--- config.mk ---
export PLATFORM = sky130hd
export DESIGN_NAME = intr_ident_responder_flat
export DESIGN_NICKNAME = d
export VERILOG_FILES = /design/src/rtl/intr_pkg.sv /design/src/rtl/intr_ident_responder_if.sv /design/src/rtl/intr_req_counter.sv /design/src/rtl/intr_ident_responder.sv /design/src/flat_wrapper.sv
export SDC_FILE = /design/constraint.sdc
export NUM_CORES = 1
export LEC_CHECK = 0
export CORE_MARGIN = 1
export CORE_UTILIZATION = 43
export DETAILED_ROUTE_END_ITERATION = 6
export PLACE_DENSITY = 0.84
export SLEW_MARGIN = 20
export SYNTH_ARGS = -nofsm -noshare
export SYNTH_HDL_FRONTEND = slang
export SYNTH_SLANG_ARGS = --single-unit
--- constraint.sdc ---
create_clock -name MCLK -period 3.8 [get_ports MCLK]
set_input_delay 1.14 -clock MCLK [delete_from_list [all_inputs] [get_ports MCLK]]
set_output_delay 1.14 -clock MCLK [all_outputs]
set_load 0.02 [all_outputs]
--- src/rtl/intr_pkg.sv ---
// Shared types and constants for the ND-100 interrupt/IDENT responder.
package intr_pkg;

    typedef enum logic [1:0] {
        ST_IDLE,
        ST_PEND,
        ST_ACK,
        ST_WAITREL
    } ident_state_e;

    localparam logic [3:0] PL10 = 4'd10;
    localparam logic [3:0] PL11 = 4'd11;
    localparam logic [3:0] PL12 = 4'd12;
    localparam logic [3:0] PL13 = 4'd13;

    localparam int IDENT_DW = 16;
    localparam int IDENT_CW = 9;

endpackage

--- src/rtl/intr_ident_responder_if.sv ---
// Bus-side and device-side signal bundle of one interrupt source.
interface intr_ident_responder_if #(
    parameter int CNT_W = 4
);
    logic             IRQ_REQ;
    logic             IE;
    logic             CLR_PEND;
    logic             IDENTN;
    logic [3:0]       IDL_3_0;
    logic             PRIOIN;
    logic             PRIOOUT;
    logic             BINTN;
    logic [15:0]      DOUT_15_0;
    logic             DOE;
    logic [CNT_W-1:0] PEND_CNT;
    logic             OVR;

    modport master (
        output IRQ_REQ, IE, CLR_PEND, IDENTN, IDL_3_0, PRIOIN,
        input  PRIOOUT, BINTN, DOUT_15_0, DOE, PEND_CNT, OVR
    );

    modport slave (
        input  IRQ_REQ, IE, CLR_PEND, IDENTN, IDL_3_0, PRIOIN,
        output PRIOOUT, BINTN, DOUT_15_0, DOE, PEND_CNT, OVR
    );
endinterface

--- src/rtl/intr_req_counter.sv ---
// Saturating pending-request counter with synchronous clear and sticky overflow.
module intr_req_counter #(
    parameter int CNT_W = 4
) (
    input  logic             clk,
    input  logic             rst,
    input  logic             clr,
    input  logic             inc,
    input  logic             dec,
    output logic [CNT_W-1:0] cnt,
    output logic [CNT_W-1:0] cnt_next,
    output logic             ovr
);
    localparam logic [CNT_W-1:0] CNT_MAX = '1;

    logic [CNT_W-1:0] cnt_q, cnt_d;
    logic             ovr_q, ovr_d;

    always_comb begin
        cnt_d = cnt_q;
        ovr_d = ovr_q;
        if (clr) begin
            cnt_d = '0;
        end else if (inc && !dec) begin
            if (cnt_q == CNT_MAX) ovr_d = 1'b1;
            else                  cnt_d = cnt_q + 1'b1;
        end else if (dec && !inc) begin
            // A clear during an ident cycle can leave nothing to consume.
            if (cnt_q != '0) cnt_d = cnt_q - 1'b1;
        end
    end

    // NOTE: state flops use non-blocking assignments so every flop samples pre-edge values.
    always_ff @(posedge clk or posedge rst) begin
        if (rst) begin
            cnt_q <= '0;
            ovr_q <= 1'b0;
        end else begin
            cnt_q <= cnt_d;
            ovr_q <= ovr_d;
        end
    end

    assign cnt      = cnt_q;
    assign cnt_next = cnt_d;
    assign ovr      = ovr_q;
endmodule

--- src/rtl/intr_ident_responder.sv ---
// Device end of the interrupt/IDENT handshake: raises BINTN, claims the daisy chain, returns the ident code.
module intr_ident_responder
    import intr_pkg::*;
#(
    parameter logic [3:0]          LEVEL      = PL12,
    parameter logic [IDENT_CW-1:0] IDENT_CODE = 9'h001,
    parameter int                  CNT_W      = 4
) (
    input  logic                    MCLK,
    input  logic                    CLEAR,
    intr_ident_responder_if.slave   bus
);
    localparam logic [IDENT_DW-1:0] IDENT_WORD = {{(IDENT_DW - IDENT_CW){1'b0}}, IDENT_CODE};

    ident_state_e        state_q, state_d;
    logic                identn_prev_q;
    logic                bintn_q, bintn_d;
    logic                doe_q, doe_d;
    logic [IDENT_DW-1:0] dout_q, dout_d;

    logic [CNT_W-1:0] cnt, cnt_next;
    logic             ovr;
    logic             dec, claim, level_hit, identn_fall, accept, in_cycle;

    assign level_hit   = (bus.IDL_3_0 == LEVEL);
    assign claim       = (state_q == ST_PEND) && bus.IE;
    assign identn_fall = identn_prev_q && !bus.IDENTN;
    assign accept      = claim && identn_fall && level_hit && bus.PRIOIN;
    assign in_cycle    = (state_q == ST_ACK) || (state_q == ST_WAITREL);
    assign dec         = (state_q == ST_WAITREL) && bus.IDENTN;

    intr_req_counter #(.CNT_W(CNT_W)) u_req_counter (
        .clk      (MCLK),
        .rst      (CLEAR),
        .clr      (bus.CLR_PEND),
        .inc      (bus.IRQ_REQ),
        .dec      (dec),
        .cnt      (cnt),
        .cnt_next (cnt_next),
        .ovr      (ovr)
    );

    // NOTE: every always_comb output gets a default first, so no path can infer a latch.
    always_comb begin
        state_d = state_q;
        unique case (state_q)
            ST_IDLE, ST_PEND: begin
                if (accept)              state_d = ST_ACK;
                else if (cnt_next != '0) state_d = ST_PEND;
                else                     state_d = ST_IDLE;
            end
            ST_ACK:     state_d = ST_WAITREL;
            ST_WAITREL: begin
                if (bus.IDENTN) state_d = (cnt_next != '0) ? ST_PEND : ST_IDLE;
            end
            default:    state_d = ST_IDLE;
        endcase
    end

    // Outputs follow the next state so they appear one edge after the cause.
    always_comb begin
        bintn_d = !(bus.IE && (state_d != ST_IDLE));
        doe_d   = (state_d == ST_ACK) || (state_d == ST_WAITREL);
        dout_d  = doe_d ? IDENT_WORD : '0;
    end

    always_ff @(posedge MCLK or posedge CLEAR) begin
        if (CLEAR) begin
            state_q       <= ST_IDLE;
            identn_prev_q <= 1'b1;
            bintn_q       <= 1'b1;
            doe_q         <= 1'b0;
            dout_q        <= '0;
        end else begin
            state_q       <= state_d;
            identn_prev_q <= bus.IDENTN;
            bintn_q       <= bintn_d;
            doe_q         <= doe_d;
            dout_q        <= dout_d;
        end
    end

    // Grant is withheld only for an IDENT cycle this device owns; stale cycles pass through.
    assign bus.PRIOOUT   = bus.PRIOIN &&
                           !(!bus.IDENTN && level_hit && ((claim && identn_prev_q) || in_cycle));
    assign bus.BINTN     = bintn_q;
    assign bus.DOE       = doe_q;
    assign bus.DOUT_15_0 = dout_q;
    assign bus.PEND_CNT  = cnt;
    assign bus.OVR       = ovr;
endmodule

--- src/flat_wrapper.sv ---
// flat-port wrapper written by rule: the top's interface ports become plain ports
module intr_ident_responder_flat import intr_pkg::*;
#(
    parameter logic [3:0]          LEVEL      = PL12,
    parameter logic [IDENT_CW-1:0] IDENT_CODE = 9'h001,
    parameter int                  CNT_W      = 4
)
  (MCLK, CLEAR, bus_IRQ_REQ, bus_IE, bus_CLR_PEND, bus_IDENTN, bus_IDL_3_0, bus_PRIOIN, bus_PRIOOUT, bus_BINTN, bus_DOUT_15_0, bus_DOE, bus_PEND_CNT, bus_OVR);
  intr_ident_responder_if #(.CNT_W(CNT_W)) bus_i ();
  input  logic MCLK;
  input  logic CLEAR;
  input wire logic [$bits(bus_i.IRQ_REQ)-1:0] bus_IRQ_REQ;
  input wire logic [$bits(bus_i.IE)-1:0] bus_IE;
  input wire logic [$bits(bus_i.CLR_PEND)-1:0] bus_CLR_PEND;
  input wire logic [$bits(bus_i.IDENTN)-1:0] bus_IDENTN;
  input wire logic [$bits(bus_i.IDL_3_0)-1:0] bus_IDL_3_0;
  input wire logic [$bits(bus_i.PRIOIN)-1:0] bus_PRIOIN;
  output wire logic [$bits(bus_i.PRIOOUT)-1:0] bus_PRIOOUT;
  output wire logic [$bits(bus_i.BINTN)-1:0] bus_BINTN;
  output wire logic [$bits(bus_i.DOUT_15_0)-1:0] bus_DOUT_15_0;
  output wire logic [$bits(bus_i.DOE)-1:0] bus_DOE;
  output wire logic [$bits(bus_i.PEND_CNT)-1:0] bus_PEND_CNT;
  output wire logic [$bits(bus_i.OVR)-1:0] bus_OVR;
  assign bus_i.IRQ_REQ = bus_IRQ_REQ;
  assign bus_i.IE = bus_IE;
  assign bus_i.CLR_PEND = bus_CLR_PEND;
  assign bus_i.IDENTN = bus_IDENTN;
  assign bus_i.IDL_3_0 = bus_IDL_3_0;
  assign bus_i.PRIOIN = bus_PRIOIN;
  assign bus_PRIOOUT = bus_i.PRIOOUT;
  assign bus_BINTN = bus_i.BINTN;
  assign bus_DOUT_15_0 = bus_i.DOUT_15_0;
  assign bus_DOE = bus_i.DOE;
  assign bus_PEND_CNT = bus_i.PEND_CNT;
  assign bus_OVR = bus_i.OVR;
  intr_ident_responder #(.LEVEL(LEVEL), .IDENT_CODE(IDENT_CODE), .CNT_W(CNT_W)) u_core (.MCLK(MCLK), .CLEAR(CLEAR), .bus(bus_i));
endmodule
# After elaboration in Yosys (flattened, before gate mapping)

Index checks and enable logic that the tools add are counted.
Widths: inputs -> output; s select.

Flip-flop bits (word level): 26
Bits of input ports: 11

Add/sub/neg operators: 2
Equal/unequal tests: 7
Muxes and demuxes: 10
Bitwise operators: 1
Reductions and logical operators: 27

Operators with widths:

| operator            | number |
|---|---|
| $mux 4              | 5 |
| $logic_and 1x1->1   | 13 |
| $eq 2x2->1 const B  | 4 |
| $eq 4x4->1 const B  | 2 |
| $reduce_bool 4->1   | 2 |
| $pmux 2 s3          | 1 |
| $logic_not 1->1     | 5 |
| $add 4x1->4 const B | 1 |
| $mux 2              | 2 |
| $sub 4x1->4 const B | 1 |
| $logic_or 1x1->1    | 3 |
| $reduce_and 3->1    | 1 |
| $eq 2x1->1 const B  | 1 |
| $logic_not 2->1     | 1 |
| $mux 1              | 2 |
| $reduce_bool 2->1   | 1 |
| $reduce_or 2->1     | 1 |
| $not 1->1           | 1 |

# Logic depth before layout (Yosys ltp)

Gate-level depths: netlist (run 1).

Depth in word-level cells: 13
Gate-level depth with buffers: 7
Gate-level depth less buffers: 7

# Cells and area by module

A second synthesis (run 1) with hierarchy kept.

Cells, all modules: 79
Area total of the unflattened synthesis: 768.2 sq um

By module, submodules not included:

| module               | times used | cells each | area each (sq um) |
|---|---|---|---|
| intr_req_counter     | 1          | 40         | 394.1 |
| intr_ident_responder | 1          | 39         | 374.1 |

# Worst setup path before layout (run 1)

Ideal clock, no wire load.

Path type: in2out
From: in bus_IDENTN
To: out bus_PRIOOUT
Data arrival time: 1642 ps
Data required time: 2660 ps
Setup slack: 1018 ps
Cell stages on the path: 4
Buffers on the path: 0
Path through: nor3_1 nand3_1 a21oi_1 nor2_1

Cells in the longest elaborated chain, start to end: 5

RTL lines:

| what                           | line                       | RTL |
|---|---|---|
| start, declared                | flat_wrapper.sv:15         | `input wire logic [$bits(bus_i.IDENTN)-1:0] bus_IDENTN;` |
| $logic_not 1->1                | intr_ident_responder.sv:85 | `!(!bus.IDENTN && level_hit && ((claim && identn_prev_q) \|\| in_cycle));` |
| $logic_and 1x1->1 (2 in a row) | intr_ident_responder.sv:85 |  |
| $logic_not 1->1                | intr_ident_responder.sv:85 |  |
| $logic_and 1x1->1              | intr_ident_responder.sv:84 | `assign bus.PRIOOUT = bus.PRIOIN &&` |
| end, declared                  | flat_wrapper.sv:18         | `output wire logic [$bits(bus_i.PRIOOUT)-1:0] bus_PRIOOUT;` |

Every way passes these cells.

# Final worst setup path (run 1)

Ends and elaborated chain as after synthesis.

==> results.md, run 1 <==
* Status: complete, but fails checks
* Failing checks: DRC
* Crit Path Max Fanout at 3
* Die height at 43.5 um
* PostCTS Resize Cnt at 0
* Area growth syn-to-layout at 21.1%
* DP HPWL at roughly 1100 um
* Cell Pwr Density at approximately 290 nW/um2
* Setup TNS at 0 ns
* Vias in the first global route at 586
* Post-synthesis average cell area at 9.03 um2
* WP data required at 2.66 ns
* Drt via density at 5.27
* Post-synth ARST share at 100%
* Via Count at 617
* Antenna Nets Post-Route at 0
* DP Area at 872 um2
* Clock Pin Slew Worst Setup and Hold Paths at 0.05 ns
* Num rows at 14
* Die Wd at 43.5 um
* Final Cycle Share at 89.9%
* # setup viols final at 0
* Setup crit end kind: primary output
* CTS tree: built
* First-pass GRT wire length at 2360 um
* RSZ-0062 raised after global routing: false
* TritonCTS Buffers at 3
* Min-delay worst type: flip-flop to flip-flop
* Commonest register cell after synthesis: dfrtp_1
* Commonest non-fill, non-tap cell in the layout: clkdlybuf4s50_1
* Yosys warns at 0
* Initial Utilization at 47.5%
* Worst Skew at 0.00958 ns
* Die area at 1890 um2
* DR DRC count at 2
* # port buffers at 19
* GPL Wtd Cong at 0.824
* P_leak at around 0.4 nW
* WL/cell at 11.5 um
* Final Net Count at 116
* Sequential share of the synthesized area at 34.1%
* Share of cells above drive strength 1 at 11.9%
* Post-synth EDFFs at 0
* Max VDD drop at 0.000170 V
* Endpoints failing hold at 0
* Max-slew violation count at 0
* Post-Layout Inst Area at 897 um2
* Largest net degree at the start of global routing at 12
* CTS Root Cell: clkbuf_4
* Worst-Skew Late Latency at around 0.27 ns
* Post-cts hold buffer count at 0
* Max Clk Rate at 293 MHz
* Yosys reg bits at 10
* Post-Syn Area at between 700 and 800 um2
* CTS Sinks at 10
* Post-CTS Setup Bufs at 0
* Critical Path Start Type: primary input
* All-Layer GR Usage at 16.6%
* Most frequent cells in the layout: clkdlybuf4s50_1, conb_1, dfrtp_1
* Drt first pass iters at 7
* Final wirelength at between 1000 and 1500 um
* Antenna diodes at 0
* Max Root-Sink Buffers at 2
* Minimum clock period at 3.42 ns
* Initial antenna violation count at 0
* Top Ports at 35
* H-tree levels at 1
* Synth Instances at 82
* Grt total ovfl at 0
* Critical path class: primary input to primary output
* Synth cell types at 34
* Core area at 1560 um2
* Filler Cell Count at 141
* CP arrival at between 2 and 2.5 ns
* Initial DRC count at 10
* Max Cap Viol at 0
flip-flops by register name, indices dropped and copies added (netlist names):
name,cells
u_core.bus.DOUT_15_0,1
u_core.identn_prev_q,1
u_core.u_req_counter.cnt,4
u_core.u_req_counter.ovr,1
u_core.bus.BINTN,1
u_core.state_q,2
cell type report:
class                           instances  area, um2  area share, %
Clock buffer                            3       22.5           2.51
Timing Repair Buffer                   20        200           22.3
Inverter                                6       22.5           2.51
Sequential cell                        10        253           28.2
Tap cell                               16       20.0           2.23
Multi-Input combinational cell         62        379           42.3
worst max-delay path, stage by stage:
cell,delay (ns)
clkdlybuf4s50_1,0.42
nor3_1,0.20
nand3_1,0.13
a21oi_1,0.13
nor2_1,0.05
dlymetal6s2s_1,0.20
layer usage:
metal | vias to the layer above | track usage (%) | routed length, um
met5 | - | 0 | 0
met1 | 294 | 19.1 | 537
met2 | 22 | 30.3 | 721
met3 | 3 | 2.50 | 60
li1 | 298 | - | -
met4 | 0 | 7.50 | 22
final timing paths:
kind / start / endpoint / slack (ns) / depth (start not counted)
min in group asynchronous: CLEAR / u_core.state_q[1]$_DFF_PP0_ / 1.14 / 2
setup / recovery: bus_IDENTN / bus_PRIOOUT / 0.38 / 6
hold / removal: u_core.u_req_counter.ovr$_DFFE_PP0P_ / u_core.u_req_counter.ovr$_DFFE_PP0P_ / 0.49 / 2
hold reg to reg: u_core.u_req_counter.ovr$_DFFE_PP0P_ / u_core.u_req_counter.ovr$_DFFE_PP0P_ / 0.49 / 2
setup reg to reg: u_core.u_req_counter.cnt[0]$_DFF_PP0_ / u_core.state_q[0]$_DFF_PP0_ / 1.74 / 6
max in group asynchronous: CLEAR / u_core.identn_prev_q$_DFF_PP1_ / 2.35 / 2
synth_stat cells, drive strengths merged, types with 5 or more instances:
| cell type | number | area (um2) |
|---|---|---|
| buf | 18 | 139 |
| nor2 | 7 | 26.3 |
| inv | 6 | 22.5 |
| nand3 | 5 | 37.5 |
| dfrtp | 8 | 200 |
| nand2 | 5 | 21.3 |
kinds of logic after synthesis:
logic type,after synthesis,share of synthesized area (%)
flops,10,34.1
other cells,1,0.506
xor+xnor,1,1.18
fa+ha+maj,2,3.38
buf+inv,24,21.8
simple gates,27,20.6
compound gates,17,18.4
where the power goes:
| part | internal, mW | switching (mW) | leakage (nW) |
|---|---|---|---|
| clock network | 0.0365 | 0.0335 | 0.0138 |
| registers | 0.113 | 0.00822 | 0.124 |
| logic | 0.0306 | 0.0418 | 0.266 |
through the flow:
step | util [%] | setup WS (ns) | total power, mW | hold WS, ns | std cells
global placement | 55.9 | 0.102 | 0.194 | 0.452 | 114
finish | 57.5 | 0.383 | 0.264 | 0.491 | 117
detailed placement | 55.9 | 0.0378 | 0.195 | 0.480 | 114
CTS | 57.4 | 0.0278 | 0.264 | 0.492 | 117
floorplan | - | 1.02 | 0.180 | 0.577 | 96
global route | 57.5 | 0.187 | 0.278 | 0.525 | 117
Power figures use the tool's default switching activity.
==> inputs of run 2 (changes only) <==
--- a/config.mk
+++ b/config.mk
@@ -8,6 +8,7 @@
 export CORE_MARGIN = 1
 export CORE_UTILIZATION = 43
 export DETAILED_ROUTE_END_ITERATION = 6
+export GPL_TIMING_DRIVEN = 1
 export PLACE_DENSITY = 0.84
 export SLEW_MARGIN = 20
 export SYNTH_ARGS = -nofsm -noshare
==> results of run 2 <==
No change in the layout: final DEF, timing and power equal those of run 1.
